### src/rtl/nn_pkg.sv
// Shared types and constants for the 2-2-1 network sequencer: op kinds, FSM
// states, step destinations, operand selects and the ReLU helper.
package nn_pkg;

   typedef enum logic {MUL = 1'b0, ADD = 1'b1} op_kind_e;

   typedef enum logic [1:0] {IDLE, ISSUE, WB} state_e;

   typedef enum logic [2:0] {P, Q, ACC, H1, H2, Y} dest_e;

   typedef enum logic [1:0] {A_WA, A_WB, A_P, A_ACC} a_sel_e;

   typedef enum logic [1:0] {B_IN0, B_IN1, B_Q, B_BIAS} b_sel_e;

   localparam int unsigned NN_STEPS      = 12;
   localparam int unsigned RELU_SIGN_BIT = 31;

   // Negative values, including -0, clamp to +0.
   function automatic logic [31:0] relu(input logic [31:0] v);
      return v[RELU_SIGN_BIT] ? '0 : v;
   endfunction

endpackage

### src/rtl/nn_step_decode.sv
// Step decoder: maps the 0..11 step index to op kind, operand selects,
// result destination and whether ReLU applies to the result.
module nn_step_decode
   import nn_pkg::*;
#(
   parameter bit OUT_RELU = 1'b0
) (
   input  logic [3:0] step,
   output op_kind_e   op_kind,
   output logic [1:0] neuron,
   output a_sel_e     a_sel,
   output b_sel_e     b_sel,
   output dest_e      dest,
   output logic       relu_en
);

   always_comb begin
      neuron  = step[3:2];
      op_kind = MUL;
      a_sel   = A_WA;
      b_sel   = B_IN0;
      dest    = P;
      relu_en = 1'b0;
      case (step[1:0])
         2'd0: begin
            op_kind = MUL;
         end
         2'd1: begin
            a_sel = A_WB;
            b_sel = B_IN1;
            dest  = Q;
         end
         2'd2: begin
            op_kind = ADD;
            a_sel   = A_P;
            b_sel   = B_Q;
            dest    = ACC;
         end
         default: begin
            op_kind = ADD;
            a_sel   = A_ACC;
            b_sel   = B_BIAS;
            case (step[3:2])
               2'd0: begin
                  dest    = H1;
                  relu_en = 1'b1;
               end
               2'd1: begin
                  dest    = H2;
                  relu_en = 1'b1;
               end
               default: begin
                  dest    = Y;
                  relu_en = OUT_RELU;
               end
            endcase
         end
      endcase
   end

endmodule

### src/rtl/nn_seq_ctrl.sv
// Sequencer for the 2-2-1 FP network: issues 12 MUL/ADD ops to a shared
// variable-latency FP unit, with a per-op watchdog and done/err status.
module nn_seq_ctrl
   import nn_pkg::*;
#(
   parameter int unsigned TIMEOUT  = 255,
   parameter bit          OUT_RELU = 1'b0
) (
   input  logic        clk,
   input  logic        rst_l,
   input  logic        start,
   input  logic [31:0] opA,
   input  logic [31:0] opB,
   input  logic [31:0] w11,
   input  logic [31:0] w12,
   input  logic [31:0] w21,
   input  logic [31:0] w22,
   input  logic [31:0] w31,
   input  logic [31:0] w32,
   input  logic [31:0] b1,
   input  logic [31:0] b2,
   input  logic [31:0] b3,
   output logic        op_req,
   output logic        op_kind,
   output logic [31:0] op_a,
   output logic [31:0] op_b,
   input  logic        op_ack,
   input  logic [31:0] op_res,
   output logic        busy,
   output logic        done,
   output logic        err,
   output logic [31:0] y
);

   localparam int unsigned     WD_W      = (TIMEOUT > 1) ? $clog2(TIMEOUT + 1) : 1;
   localparam logic [WD_W-1:0] WD_LAST   = WD_W'(TIMEOUT - 1);
   localparam logic [3:0]      LAST_STEP = 4'(NN_STEPS - 1);

   state_e          state, state_n;
   logic [3:0]      step;
   logic [WD_W-1:0] wdog;
   logic [31:0]     x0, x1, p, q, acc, h1, h2;
   logic            accept, capture, abort;

   op_kind_e        dec_kind;
   logic [1:0]      neuron;
   a_sel_e          a_sel;
   b_sel_e          b_sel;
   dest_e           dest;
   logic            relu_en;
   logic [31:0]     res_w;

   nn_step_decode #(.OUT_RELU(OUT_RELU)) u_dec (
      .step    (step),
      .op_kind (dec_kind),
      .neuron  (neuron),
      .a_sel   (a_sel),
      .b_sel   (b_sel),
      .dest    (dest),
      .relu_en (relu_en)
   );

   always_ff @(posedge clk) begin
      if (!rst_l) state <= IDLE;
      else        state <= state_n;
   end

   // A start landing in an abort's done cycle is dropped like one in WB.
   always_comb begin
      state_n = state;
      accept  = 1'b0;
      capture = 1'b0;
      abort   = 1'b0;
      case (state)
         IDLE: begin
            if (start && !done) begin
               accept  = 1'b1;
               state_n = ISSUE;
            end
         end
         ISSUE: begin
            if (op_ack) begin
               capture = 1'b1;
               state_n = WB;
            end else if (wdog == WD_LAST) begin
               abort   = 1'b1;
               state_n = IDLE;
            end
         end
         WB: begin
            state_n = (step == LAST_STEP) ? IDLE : ISSUE;
         end
         default: state_n = IDLE;
      endcase
   end

   always_comb begin
      logic [31:0] wa, wb, bias, in0, in1, a_mux, b_mux;
      wa    = (neuron == 2'd0) ? w11 : (neuron == 2'd1) ? w21 : w31;
      wb    = (neuron == 2'd0) ? w12 : (neuron == 2'd1) ? w22 : w32;
      bias  = (neuron == 2'd0) ? b1  : (neuron == 2'd1) ? b2  : b3;
      in0   = (neuron == 2'd2) ? h1 : x0;
      in1   = (neuron == 2'd2) ? h2 : x1;
      a_mux = '0;
      b_mux = '0;
      case (a_sel)
         A_WA:    a_mux = wa;
         A_WB:    a_mux = wb;
         A_P:     a_mux = p;
         default: a_mux = acc;
      endcase
      case (b_sel)
         B_IN0:   b_mux = in0;
         B_IN1:   b_mux = in1;
         B_Q:     b_mux = q;
         default: b_mux = bias;
      endcase
      op_kind = op_req ? dec_kind : MUL;
      op_a    = op_req ? a_mux : '0;
      op_b    = op_req ? b_mux : '0;
      res_w   = relu_en ? relu(op_res) : op_res;
   end

   always_ff @(posedge clk) begin
      if (!rst_l) begin
         op_req <= 1'b0;
         busy   <= 1'b0;
         done   <= 1'b0;
         err    <= 1'b0;
         y      <= '0;
         step   <= '0;
         wdog   <= '0;
         x0     <= '0;
         x1     <= '0;
         p      <= '0;
         q      <= '0;
         acc    <= '0;
         h1     <= '0;
         h2     <= '0;
      end else begin
         op_req <= (state_n == ISSUE);
         done   <= 1'b0;
         wdog   <= (state == ISSUE) ? wdog + 1'b1 : '0;
         if (accept) begin
            x0   <= opA;
            x1   <= opB;
            err  <= 1'b0;
            step <= '0;
            busy <= 1'b1;
         end
         if (state == WB && state_n == ISSUE) step <= step + 1'b1;
         // The final write lands on the ack edge so y, done and busy=0 share the WB cycle.
         if (capture) begin
            case (dest)
               P:   p   <= res_w;
               Q:   q   <= res_w;
               ACC: acc <= res_w;
               H1:  h1  <= res_w;
               H2:  h2  <= res_w;
               Y: begin
                  y    <= res_w;
                  done <= 1'b1;
                  busy <= 1'b0;
               end
               default: ;
            endcase
         end
         if (abort) begin
            err  <= 1'b1;
            done <= 1'b1;
            busy <= 1'b0;
         end
      end
   end

endmodule

### config.mk
export PLATFORM = sky130hd
export DESIGN_NAME = nn_seq_ctrl
export DESIGN_NICKNAME = d
export VERILOG_FILES = /design/src/rtl/nn_pkg.sv /design/src/rtl/nn_step_decode.sv /design/src/rtl/nn_seq_ctrl.sv
export SDC_FILE = /design/constraint.sdc
export NUM_CORES = 1
export LEC_CHECK = 0
export ABC_AREA = 1
export CAP_MARGIN = 20
export CORE_AREA = 5 5 189 191
export CTS_CLUSTER_DIAMETER = 200
export DETAILED_ROUTE_END_ITERATION = 6
export DIE_AREA = 0 0 194 196
export HOLD_SLACK_MARGIN = 0.02
export PLACE_DENSITY = 0.78
export RECOVER_POWER = 100
export SYNTH_ARGS = -nofsm -noshare
export SYNTH_HDL_FRONTEND = slang
export SYNTH_SLANG_ARGS = --single-unit
### constraint.sdc
create_clock -name clk -period 3.05 [get_ports clk]
set_clock_uncertainty 0.2 [all_clocks]
set_input_delay 0.61 -clock clk [delete_from_list [all_inputs] [get_ports clk]]
set_output_delay 0.61 -clock clk [all_outputs]
set_load 0.05 [all_outputs]
==> impl_metrics.toml <==
[worst_setup_path]
cp-end-kind = "output port"
critPathMaxStageDelay_ps = 430
cpMaxStageDelayCell = "dfxtp_4"
path_delay_family = "flip-flops"
cp-start-kind = "flop"
path_max_fanout = 16
critical_path_class = "reg -> out"
path_cells = "inv_4, ha_4, buf_6, a21oi_1, nand2_1, nor2_1, nor2_2, buf_12"
crit_buf_inv = 3
cp.arrival_ps = 2240
required_ps = 2240

[synth]
ys_seq_area_frac = 0.365
synth-async-reset-ratio = 0
synth_area_mm2 = 0.0150
avgSynthCellArea_um2 = 6.21
netlist_instances = 2421
synth_top_area_frac = 0.365
yosysWarnings = 0
synth_edf_count = 0
synthFlopType = "dfxtp_1"
syn_nets = 2819
synth_area_leader_cell = "dfxtp_1"
yosys-top-cells-area = "dfxtp_1 (36%), nand2_1 (14%), a21oi_1 (12%)"
ys_seq_elements = 274
yosysUniqueCellTypes = 26

[timing]
max_freq_ghz = 0.327
maxSlewViolCount = 0
setup_viol = 1
finalHoldViolCount = 0
finalCritPeriodShare = 1.00
worst_slew_pin_slew_ps = 1330
grt_setup_unrepaired = "true"
period_needed_ps = 3050
fin_ws_ps = -3.57
slew-limit-headroom = 0.113

[run_status]
outcome = "finished with violations"
violations = "negative setup slack"

[floorplanning]
die_area_mm2 = 0.0380
chipWidth_um = 194
core_mm2 = 0.0339
die-height_um = 196
start_util = 0.443
rows = 68
ioPinCount = 489

[clock_tree]
cts_tree = "yes"
cts-buffers-inserted = 29
clk_path_buf_depth = 3
cts.sinks = 274
clock_latency_ps = 540
clk_pin_slew_ps = 60
root_buffer = "clkbuf_16"
htreeDepth = 1

[global_route]
use_met2 = 0.565
grt_overflow = 0
globalRouteTotalUtil = 0.340
grt_max_degree = 88
grt_use_met1 = 0.448
grt_pass1_wl_um = 103000
grt_pass1_vias = 17200
antenna_found_initial = 3
met3_usage = 0.0742
busiest_layer = "met2"

[routing]
wire_per_inst_um = 21.3
drtIter0Drc = 1978
drtPass1Iterations = 6
drcViolationCount = 0
avgViaCountPerCell = 5.56
routed_wl_um = 71100
antenna_left = 0
num_vias = 18600

[cells_and_area]
drive_gt1_frac = 0.169
fin_nets = 3256
syn_to_final_growth_pct = 54.4
post-route-cell-area_mm2 = 0.0232

[power]
vdd_drop_max_mv = 0.479
p_leak_nw = 9.76
powerDensity_mw_per_mm2 = 399

[min_path]
hp-class = "reg -> reg"

[placement]
place.gp.congestion = 0.991
dpl_cell_area_mm2 = 0.0208
portBuffers = 488
hpwl_um = 50400
pre_cts_ws_ps = 95.9

[job]
drv_cap = 0
## sequential cells by signal, indices dropped and copies added, names as in the netlist, 8 cells and up
signal / flops
h2: 32
h1: 32
q: 32
x0: 32
p: 32
y: 32
x1: 32
acc: 32
wdog: 8
## per-layer routing
layer | part of all wire | up-vias
met2 | 0.46 | 1173
met1 | 0.39 | 8607
met3 | 0.11 | 159
met5 | 0.00021 | -
li1 | - | 8611
met4 | 0.036 | 2
## area by class of cell
cell class              instances  area (um^2)
diodes                          3         7.51
clock buffers                  41          861
clock inverters                12          145
fillers                      2770        10700
inverters                     268         1040
multi-input cells            1702         8320
flip-flops and latches        274         5500
well taps                     455          569
repair buffers                582         6750
repair inverters                1         7.51
## through the flow
stage | power (W) | TNS, ps | hold WS (ps) | cells | utilization
final | 0.00926 | -3.57 | 251 | 3338 | 0.684
after global routing | 0.00953 | -480 | 266 | 3337 | 0.683
after CTS | 0.00918 | -54.9 | 250 | 3306 | 0.657
after detailed placement | 0.00555 | 0 | 235 | 3236 | 0.614
after global placement | 0.00553 | 0 | 231 | 3236 | 0.614
after floorplan | 0.00453 | 0 | 218 | 2421 | -
## cell usage in the layout (no fill, tap or decap), types with 12 or more instances in the layout
| cell | count |
|---|---|
| buf_12 | 77 |
| nor2_1 | 211 |
| inv_1 | 201 |
| clkdlybuf4s50_1 | 420 |
| nand3_2 | 43 |
| o21ai_1 | 60 |
| a21oi_2 | 12 |
| dfxtp_1 | 270 |
| buf_4 | 43 |
| inv_2 | 61 |
| nor2_4 | 15 |
| nand2_2 | 61 |
| clkbuf_16 | 40 |
| nand2_1 | 512 |
| nor2_2 | 33 |
| nand3_1 | 208 |
| o21ai_0 | 156 |
| or2_2 | 33 |
| a21oi_1 | 334 |
## cells by family after synthesis
kind of cell | share of synthesized area
AOI/OAI and AO/OA | 0.188
xor gates and xnor gates | 0.00117
adders and majority gates | 0.00833
buffers and inverters | 0.122
DFF | 0.365
and+or+nand+nor | 0.316
## power breakdown
group          total (W)  internal, W  leakage, nW  switching (W)
clock            0.00367      0.00222        0.506        0.00146
sequential       0.00374      0.00369         2.23      0.0000472
combinational    0.00185     0.000870         7.02       0.000976
## synthesized netlist by cell type, types with 3 or more instances
cell type / number
a21oi_1: 346
nand2_2: 23
ha_1: 10
buf_4: 18
o21ai_0: 166
o21ai_1: 52
nand4_1: 3
nor2_4: 4
buf_2: 59
nor2_1: 255
buf_1: 19
nand3_1: 248
clkbuf_1: 81
dfxtp_1: 274
nand2_1: 552
or2_2: 33
inv_2: 36
inv_1: 230
## worst register-to-register path: cells and delay by family (launching register included)
family / cells / cell delay (ps)
compound gates: 1 / 160
buf+inv: 4 / 1300
flops: 1 / 460
simple gates: 4 / 720
## worst paths after layout
check	startpoint	slack, ps	end	cells after the start
worst min-delay path	x1[6]$_SDFFE_PN0P_	250	x1[6]$_SDFFE_PN0P_	2
worst max register to register	step[3]$_SDFFE_PN0P_	120	h1[19]$_SDFFE_PN0P_	9
worst max-delay path	step[0]$_SDFFE_PN0P_	-4	op_b[30]	8
worst min register to register	x1[6]$_SDFFE_PN0P_	250	x1[6]$_SDFFE_PN0P_	2
## repair_timing
| item | 4_1_cts | 5_1_grt |
|---|---|---|
| setup endpoints to repair | 65 | 61 |
| pin swaps | 3 | 33 |
| buffers inserted | 12 | 18 |
| resized for setup | 52 | 199 |
| gates cloned | 5 | 12 |
| hold buffers | 0 | 0 |
| hold endpoints to repair | 0 | 0 |
(Power assumes the default switching activity.)
